## src/rtl/my_skid_rr_arb_pkg.sv

```systemverilog
// Shared definitions for the round-robin packet arbiter: FSM state encoding
// and the bit layout of the {last, id, data} word carried by the skid stage.
package my_skid_rr_arb_pkg;

    typedef enum logic [0:0] {
        ST_IDLE = 1'b0,
        ST_BUSY = 1'b1
    } arb_state_e;

    localparam int LAST_W = 1;

    // Total width of one packed beat: data, then id, then the last flag on top.
    function automatic int payload_width(input int dw, input int iw);
        return dw + iw + LAST_W;
    endfunction

    // Bit position where the requester id starts inside a packed beat.
    function automatic int id_lsb(input int dw);
        return dw;
    endfunction

    // Bit position of the end-of-packet flag inside a packed beat.
    function automatic int last_bit(input int dw, input int iw);
        return dw + iw;
    endfunction

endpackage

```

## src/rtl/my_skid.sv

```systemverilog
// Two-entry skid buffer: a registered output slot plus one overflow slot.
// o_ready depends only on local state, so the downstream ready path is cut.
module my_skid #(
    parameter int W = 8
) (
    input  logic         i_clk,
    input  logic         i_reset,
    input  logic         i_valid,
    output logic         o_ready,
    input  logic [W-1:0] i_data,
    output logic         o_valid,
    output logic [W-1:0] o_data,
    input  logic         i_ready
);

    logic         out_valid_q, out_valid_d;
    logic [W-1:0] out_data_q,  out_data_d;
    logic         buf_valid_q, buf_valid_d;
    logic [W-1:0] buf_data_q,  buf_data_d;
    logic         in_fire_s;
    logic         out_free_s;

    assign o_ready    = ~buf_valid_q;
    assign o_valid    = out_valid_q;
    assign o_data     = out_data_q;
    assign in_fire_s  = i_valid & ~buf_valid_q;
    assign out_free_s = ~out_valid_q | i_ready;

    // Next-state: refill the output slot from the overflow slot first, else from the input.
    always_comb begin
        out_valid_d = out_valid_q;
        out_data_d  = out_data_q;
        buf_valid_d = buf_valid_q;
        buf_data_d  = buf_data_q;
        if (out_free_s) begin
            if (buf_valid_q) begin
                out_valid_d = 1'b1;
                out_data_d  = buf_data_q;
                buf_valid_d = 1'b0;
            end else if (in_fire_s) begin
                out_valid_d = 1'b1;
                out_data_d  = i_data;
            end else begin
                out_valid_d = 1'b0;
            end
        end else begin
            if (in_fire_s) begin
                buf_valid_d = 1'b1;
                buf_data_d  = i_data;
            end else begin
                buf_valid_d = buf_valid_q;
            end
        end
    end

    // State registers; reset empties both slots and clears the visible payload.
    always_ff @(posedge i_clk) begin
        if (i_reset) begin
            out_valid_q <= 1'b0;
            out_data_q  <= {W{1'b0}};
            buf_valid_q <= 1'b0;
            buf_data_q  <= {W{1'b0}};
        end else begin
            out_valid_q <= out_valid_d;
            out_data_q  <= out_data_d;
            buf_valid_q <= buf_valid_d;
            buf_data_q  <= buf_data_d;
        end
    end

endmodule

```

## src/rtl/my_skid_rr_arb.sv

```systemverilog
// Round-robin packet arbiter: grants one requester for a whole packet and
// forwards its beats, tagged with the requester id, through a skid stage.
module my_skid_rr_arb
    import my_skid_rr_arb_pkg::*;
#(
    parameter  int DW = 8,
    parameter  int N  = 4,
    localparam int IW = $clog2(N)
) (
    input  logic            i_clk,
    input  logic            i_reset,
    input  logic [N-1:0]    i_valid,
    input  logic [N*DW-1:0] i_data,
    input  logic [N-1:0]    i_last,
    output logic [N-1:0]    o_ready,
    output logic            o_valid,
    output logic [DW-1:0]   o_data,
    output logic            o_last,
    output logic [IW-1:0]   o_id,
    input  logic            i_ready
);

    localparam int PW       = payload_width(DW, IW);
    localparam int ID_LSB   = id_lsb(DW);
    localparam int LAST_BIT = last_bit(DW, IW);

    arb_state_e     state_q, state_d;
    logic [IW-1:0]  gnt_q,   gnt_d;
    logic [IW-1:0]  ptr_q,   ptr_d;

    logic           pick_any_s;
    logic [IW-1:0]  pick_idx_s;
    logic           push_valid_s;
    logic           beat_fire_s;
    logic           skid_ready_s;
    logic [PW-1:0]  push_data_s;
    logic [PW-1:0]  skid_data_s;
    logic [DW-1:0]  data_arr_s [N];

    for (genvar g = 0; g < N; g++) begin : g_split
        assign data_arr_s[g] = i_data[g*DW +: DW];
    end

    assign beat_fire_s = push_valid_s & skid_ready_s;
    assign push_data_s = {i_last[gnt_q], gnt_q, data_arr_s[gnt_q]};

    // Round-robin pick: first valid requester after the last-served one, wrapping at N.
    always_comb begin
        logic [IW-1:0] cand_v;
        pick_any_s = 1'b0;
        pick_idx_s = {IW{1'b0}};
        cand_v     = {IW{1'b0}};
        for (int i = 1; i <= N; i++) begin
            cand_v = IW'((int'(ptr_q) + i) % N);
            if (!pick_any_s && i_valid[cand_v]) begin
                pick_any_s = 1'b1;
                pick_idx_s = cand_v;
            end else begin
                pick_any_s = pick_any_s;
            end
        end
    end

    // FSM state register; reset makes requester 0 the first winner.
    always_ff @(posedge i_clk) begin
        if (i_reset) begin
            state_q <= ST_IDLE;
            gnt_q   <= {IW{1'b0}};
            ptr_q   <= IW'(N - 1);
        end else begin
            state_q <= state_d;
            gnt_q   <= gnt_d;
            ptr_q   <= ptr_d;
        end
    end

    // FSM next state: grant in IDLE, release and remember the winner on the last beat.
    always_comb begin
        state_d = state_q;
        gnt_d   = gnt_q;
        ptr_d   = ptr_q;
        case (state_q)
            ST_IDLE: begin
                if (pick_any_s) begin
                    state_d = ST_BUSY;
                    gnt_d   = pick_idx_s;
                end else begin
                    state_d = ST_IDLE;
                end
            end
            ST_BUSY: begin
                if (beat_fire_s && i_last[gnt_q]) begin
                    state_d = ST_IDLE;
                    ptr_d   = gnt_q;
                end else begin
                    state_d = ST_BUSY;
                end
            end
            default: begin
                state_d = ST_IDLE;
            end
        endcase
    end

    // FSM outputs: only the granted requester sees ready, and only while BUSY.
    always_comb begin
        o_ready      = {N{1'b0}};
        push_valid_s = 1'b0;
        case (state_q)
            ST_IDLE: begin
                o_ready      = {N{1'b0}};
                push_valid_s = 1'b0;
            end
            ST_BUSY: begin
                o_ready[gnt_q] = skid_ready_s;
                push_valid_s   = i_valid[gnt_q];
            end
            default: begin
                o_ready      = {N{1'b0}};
                push_valid_s = 1'b0;
            end
        endcase
    end

    my_skid #(
        .W (PW)
    ) u_skid (
        .i_clk   (i_clk),
        .i_reset (i_reset),
        .i_valid (push_valid_s),
        .o_ready (skid_ready_s),
        .i_data  (push_data_s),
        .o_valid (o_valid),
        .o_data  (skid_data_s),
        .i_ready (i_ready)
    );

    assign o_data = skid_data_s[DW-1:0];
    assign o_id   = skid_data_s[ID_LSB +: IW];
    assign o_last = skid_data_s[LAST_BIT];

endmodule

```

## config.mk

```make
export PLATFORM = sky130hd
export DESIGN_NAME = my_skid_rr_arb
export DESIGN_NICKNAME = d
export VERILOG_FILES = /design/src/rtl/my_skid_rr_arb_pkg.sv /design/src/rtl/my_skid.sv /design/src/rtl/my_skid_rr_arb.sv
export SDC_FILE = /design/constraint.sdc
export NUM_CORES = 1
export LEC_CHECK = 0
export CAP_MARGIN = 15
export CELL_PAD_IN_SITES_DETAIL_PLACEMENT = 1
export CELL_PAD_IN_SITES_GLOBAL_PLACEMENT = 2
export CORE_UTILIZATION = 24
export CTS_CLUSTER_DIAMETER = 80
export CTS_CLUSTER_SIZE = 12
export DETAILED_ROUTE_END_ITERATION = 12
export PLACE_DENSITY = 0.86
export SYNTH_ARGS = -nofsm -noshare
export SYNTH_HDL_FRONTEND = slang
export SYNTH_SLANG_ARGS = --single-unit
```

## constraint.sdc

```tcl
create_clock -name i_clk -period 1.7 [get_ports i_clk]
set_clock_uncertainty 0.1 [all_clocks]
set_input_delay 0.17 -clock i_clk [delete_from_list [all_inputs] [get_ports i_clk]]
set_output_delay 0.17 -clock i_clk [all_outputs]
set_load 0.005 [all_outputs]
```

==> reports/results.tsv <==
stage	metric	value	unit
timing	Slew Viols, Final	0	
layout	Final nets	306	
floorplanning	Starting Density	24.8	%
synth	synth top area cells	dfxtp_1 32%, mux4_1 10%, nand2_1 6.3%, a41oi_1 4.4%, o41ai_1 4.4%	
synth	most common flop cell mapped by yosys	dfxtp_1	
worst_setup_path	Worst Path Max Fanout	9	
worst_setup_path	WS Path Type	flop to flop	
routing	Final ANT Viol Nets	0	
clock_tree	clock-pin slew on the worst setup and hold paths	0.07	ns
routing	Residual DRC	0	
floorplanning	IO Pins	59	
layout	fin area	2990	um^2
pwr	Clock Power Share	22.7	%
timing	Max Freq	0.563	GHz
min_path	HP Class	flop to flop	
synth	Syn Area/Cell	9.72	um^2
pwr	Int Pwr	1.66	mW
outcome	failing checks	negative setup slack	
timing	final hold slack	0.402	ns
routing	DR pass1 iterations	4	
place	pre-CTS WS	-0.165	ns
timing	Worst-Margin Slew	0.467	ns
pwr	Sw Ratio	33.2	%
synth	yosys warns	0	
global_routing	GRT Total Usage	16.2	%
layout	share of cells above drive strength 1	32.2	%
global_routing	M3 GR Usage	2.71	%
place	Port Buf Inserts	58	
layout	non-filler instance count after layout	363	
floorplanning	die span in y	88.3	um
clock_tree	Sink Count	29	
routing	routed length per instance	17.1	um
floorplanning	Std-Cell Core Area	7210	um^2
timing	fin crit share	104	%
pwr	Comb power frac	44.0	%
worst_setup_path	r2r setup slk	-0.08	ns
clock_tree	CTS Buf Count	5	
floorplanning	Die Area	7800	um^2
timing	unrepaired setup endpoints after global routing	yes	
worst_setup_path	crit end category	flop	
routing	vias post-DR	1820	
layout	filler instances	825	
clock_tree	# H-tree levels	2	
layout	ant diodes	0	
min_path	Worst Hold Path EP	u_skid.o_data[4]	
synth	Post-synth EDFFs	0	
synth	Distinct cells, synth	43	
global_routing	largest net degree at the start of global routing	29	
pwr	Net Sw Power	0.826	mW
pwr	LEAKAGE	1.09	nW
worst_setup_path	Worst EP arrival	1.83	ns
place	Final HPWL DP	4.33	mm
global_routing	first-pass GRT wire length	9.82	mm
worst_setup_path	reg2reg path depth	7	
pwr	cell area power density	831	nW/um^2
synth	Mapped Cells	184	
timing	relative slew slack	68.5	%
clock_tree	TritonCTS clock tree	done	
clock_tree	Clock Path Buffers	2	
flow_run	Max Cap Viol	0	
pwr	maximum vdd drop	0.310	mV
floorplanning	num rows	31	
clock_tree	Skew-Pair Late Insertion Delay	0.28	ns
global_routing	gr busiest metal	met2	
pwr	sequential power share	33.3	%
floorplanning	die width	88.3	um
synth	post-synth top area share	32.4	%
global_routing	antenna violations before repair	0	
timing	final setup fails	18	
timing	Fin. Hold Viols	0	
global_routing	met1 Usage GRT	22.1	%
synth	sequential area share after synthesis	32.4	%
layout	fin util	41.5	%
routing	Iter 0 DRT Violations	154	
clock_tree	hold buffers post-CTS	0	
min_path	hold_sp	u_skid.buf_data_q[4]	
layout	area grow syn2layout	67.3	%
outcome	status	complete, but fails checks	
global_routing	vias in the first global route	1942	
worst_setup_path	reg2reg end	u_skid.o_data[5]	
worst_setup_path	crit path launch type	flop	
worst_setup_path	CP required	1.75	ns
routing	drt via density	5.01	
synth	post-synthesis async set-or-reset flop share	0	%
synth	Netlist Area Pre-Place	1790	um^2
place	GP Congestion	0.781	
timing	fin crit period	1.78	ns
clock_tree	CTS Root Cell	clkbuf_8	
worst_setup_path	Crit Reg-Reg Startpoint	gnt_q[0]	
global_routing	GR Overflow Total	0	
min_path	hold depth	2	
routing	routed wire length	6.19	mm
global_routing	met2 Usage GRT	26.4	%
synth	FF+latch count, synth	29	
timing	post-route setup slack	-0.0751	ns
synth	Syn Nets	227	
place	placed cells	350	
synth	post-synth top area cell	dfxtp_1	
place	Post-DP Area	2680	um^2
-- power by group through the flow --
stage,Combinational [mW],Sequential [mW],Clock [mW]
4_1_cts,0.977,0.816,0.583
2_1_floorplan,0.485,0.814,0
5_1_grt,1.18,0.841,0.616
3_3_place_gp,0.910,0.823,0
3_5_place_dp,0.930,0.828,0
6_report,1.09,0.829,0.566
-- sequential cells by signal, summed over array words and instances (netlist names) --
name and flops:
u_skid.o_valid 1, u_skid.o_data 11, u_skid.buf_data_q 11, u_skid.buf_valid_q 1, gnt_q 2, ptr_q 2, state_q 1
-- per-stage QoR --
step / total power, mW / TNS, ns
finish: 2.49 / -0.566
global route: 2.63 / -1.64
CTS: 2.38 / -0.00183
detailed placement: 1.76 / -2.93
global placement: 1.73 / -1.75
floorplan: 1.30 / 0
-- cell usage in the layout, fill, tap and decap left out, types with 3 or more instances in the layout --
cell,n
clkdlybuf4s50_1,54
nand2_1,29
dfxtp_1,25
buf_4,21
nor2_1,9
mux4_2,9
a21oi_1,9
a41oi_1,8
o311ai_0,8
o21ai_2,7
buf_12,7
o41ai_4,5
clkbuf_8,5
nand2b_1,4
o41ai_2,4
dlygate4sd2_1,4
nor3_1,3
nand4_1,3
dfxtp_2,3
-- logic make-up after synthesis --
kind of cell	after synthesis	share of synthesized area, %
buf+inv	21	5.80
simple gates	60	17.0
compound gates	59	27.1
mux	15	17.7
flops	29	32.4
-- synthesized netlist by cell type (2+ instances only) --
cell,count
mux2i_4,2
o21ai_0,8
mux2_2,2
clkinv_1,2
buf_2,5
a21oi_1,9
nand2_1,30
inv_1,2
dfxtp_1,29
a41oi_1,9
o41ai_1,9
mux4_1,7
nor2_1,10
nand4_1,3
nor2b_1,3
mux4_2,2
o311ai_0,8
nor3_1,3
o31ai_1,2
nor3_4,2
buf_6,2
nand2b_1,4
clkbuf_1,9
and3_1,2
mux2i_1,2
-- worst max-delay path: stages, from the launching register on --
cell     delay [ns]
dfxtp_2        0.34
buf_12         0.12
buf_6          0.11
mux2i_4        0.35
nor3_4         0.09
buf_12         0.16
o41ai_4        0.28
a41oi_1        0.08
-- how the worst max path moves through the flow --
stage,from,end,depth (start not counted)
floorplan,gnt_q[0],u_skid.buf_data_q[10],5
finish,gnt_q[0],u_skid.o_data[5],7
global placement,i_valid[1],u_skid.o_data[9],5
global route,gnt_q[0],u_skid.o_data[2],7
detailed placement,i_valid[1],u_skid.buf_data_q[0],5
CTS,gnt_q[0],u_skid.o_data[5],6
-- metal layers --
layer / wire [um] / part of all wire, %
met1: 2850 / 46
met2: 2950 / 48
met3: 279 / 4.5
met4: 108 / 1.7
met5: 0 / 0
-- area by class of cell --
| class | instances | area (um^2) | share of cell area [%] |
|---|---|---|---|
| Timing Repair Buffer | 88 | 896 | 29.9 |
| Inverter | 4 | 18.8 | 0.627 |
| Clock buffer | 5 | 68.8 | 2.30 |
| Multi-Input combinational cell | 135 | 1280 | 42.8 |
| Sequential cell | 29 | 588 | 19.6 |
| Tap cell | 99 | 124 | 4.14 |
| Clock inverter | 3 | 17.5 | 0.585 |
-- repair_timing --
item,CTS,global route
setup endpoints to repair,19,22
gates cloned,0,1
pin swaps,1,12
resized for setup,23,33
buffers inserted,3,1
No activity file was read; power rests on OpenSTA's default activity.
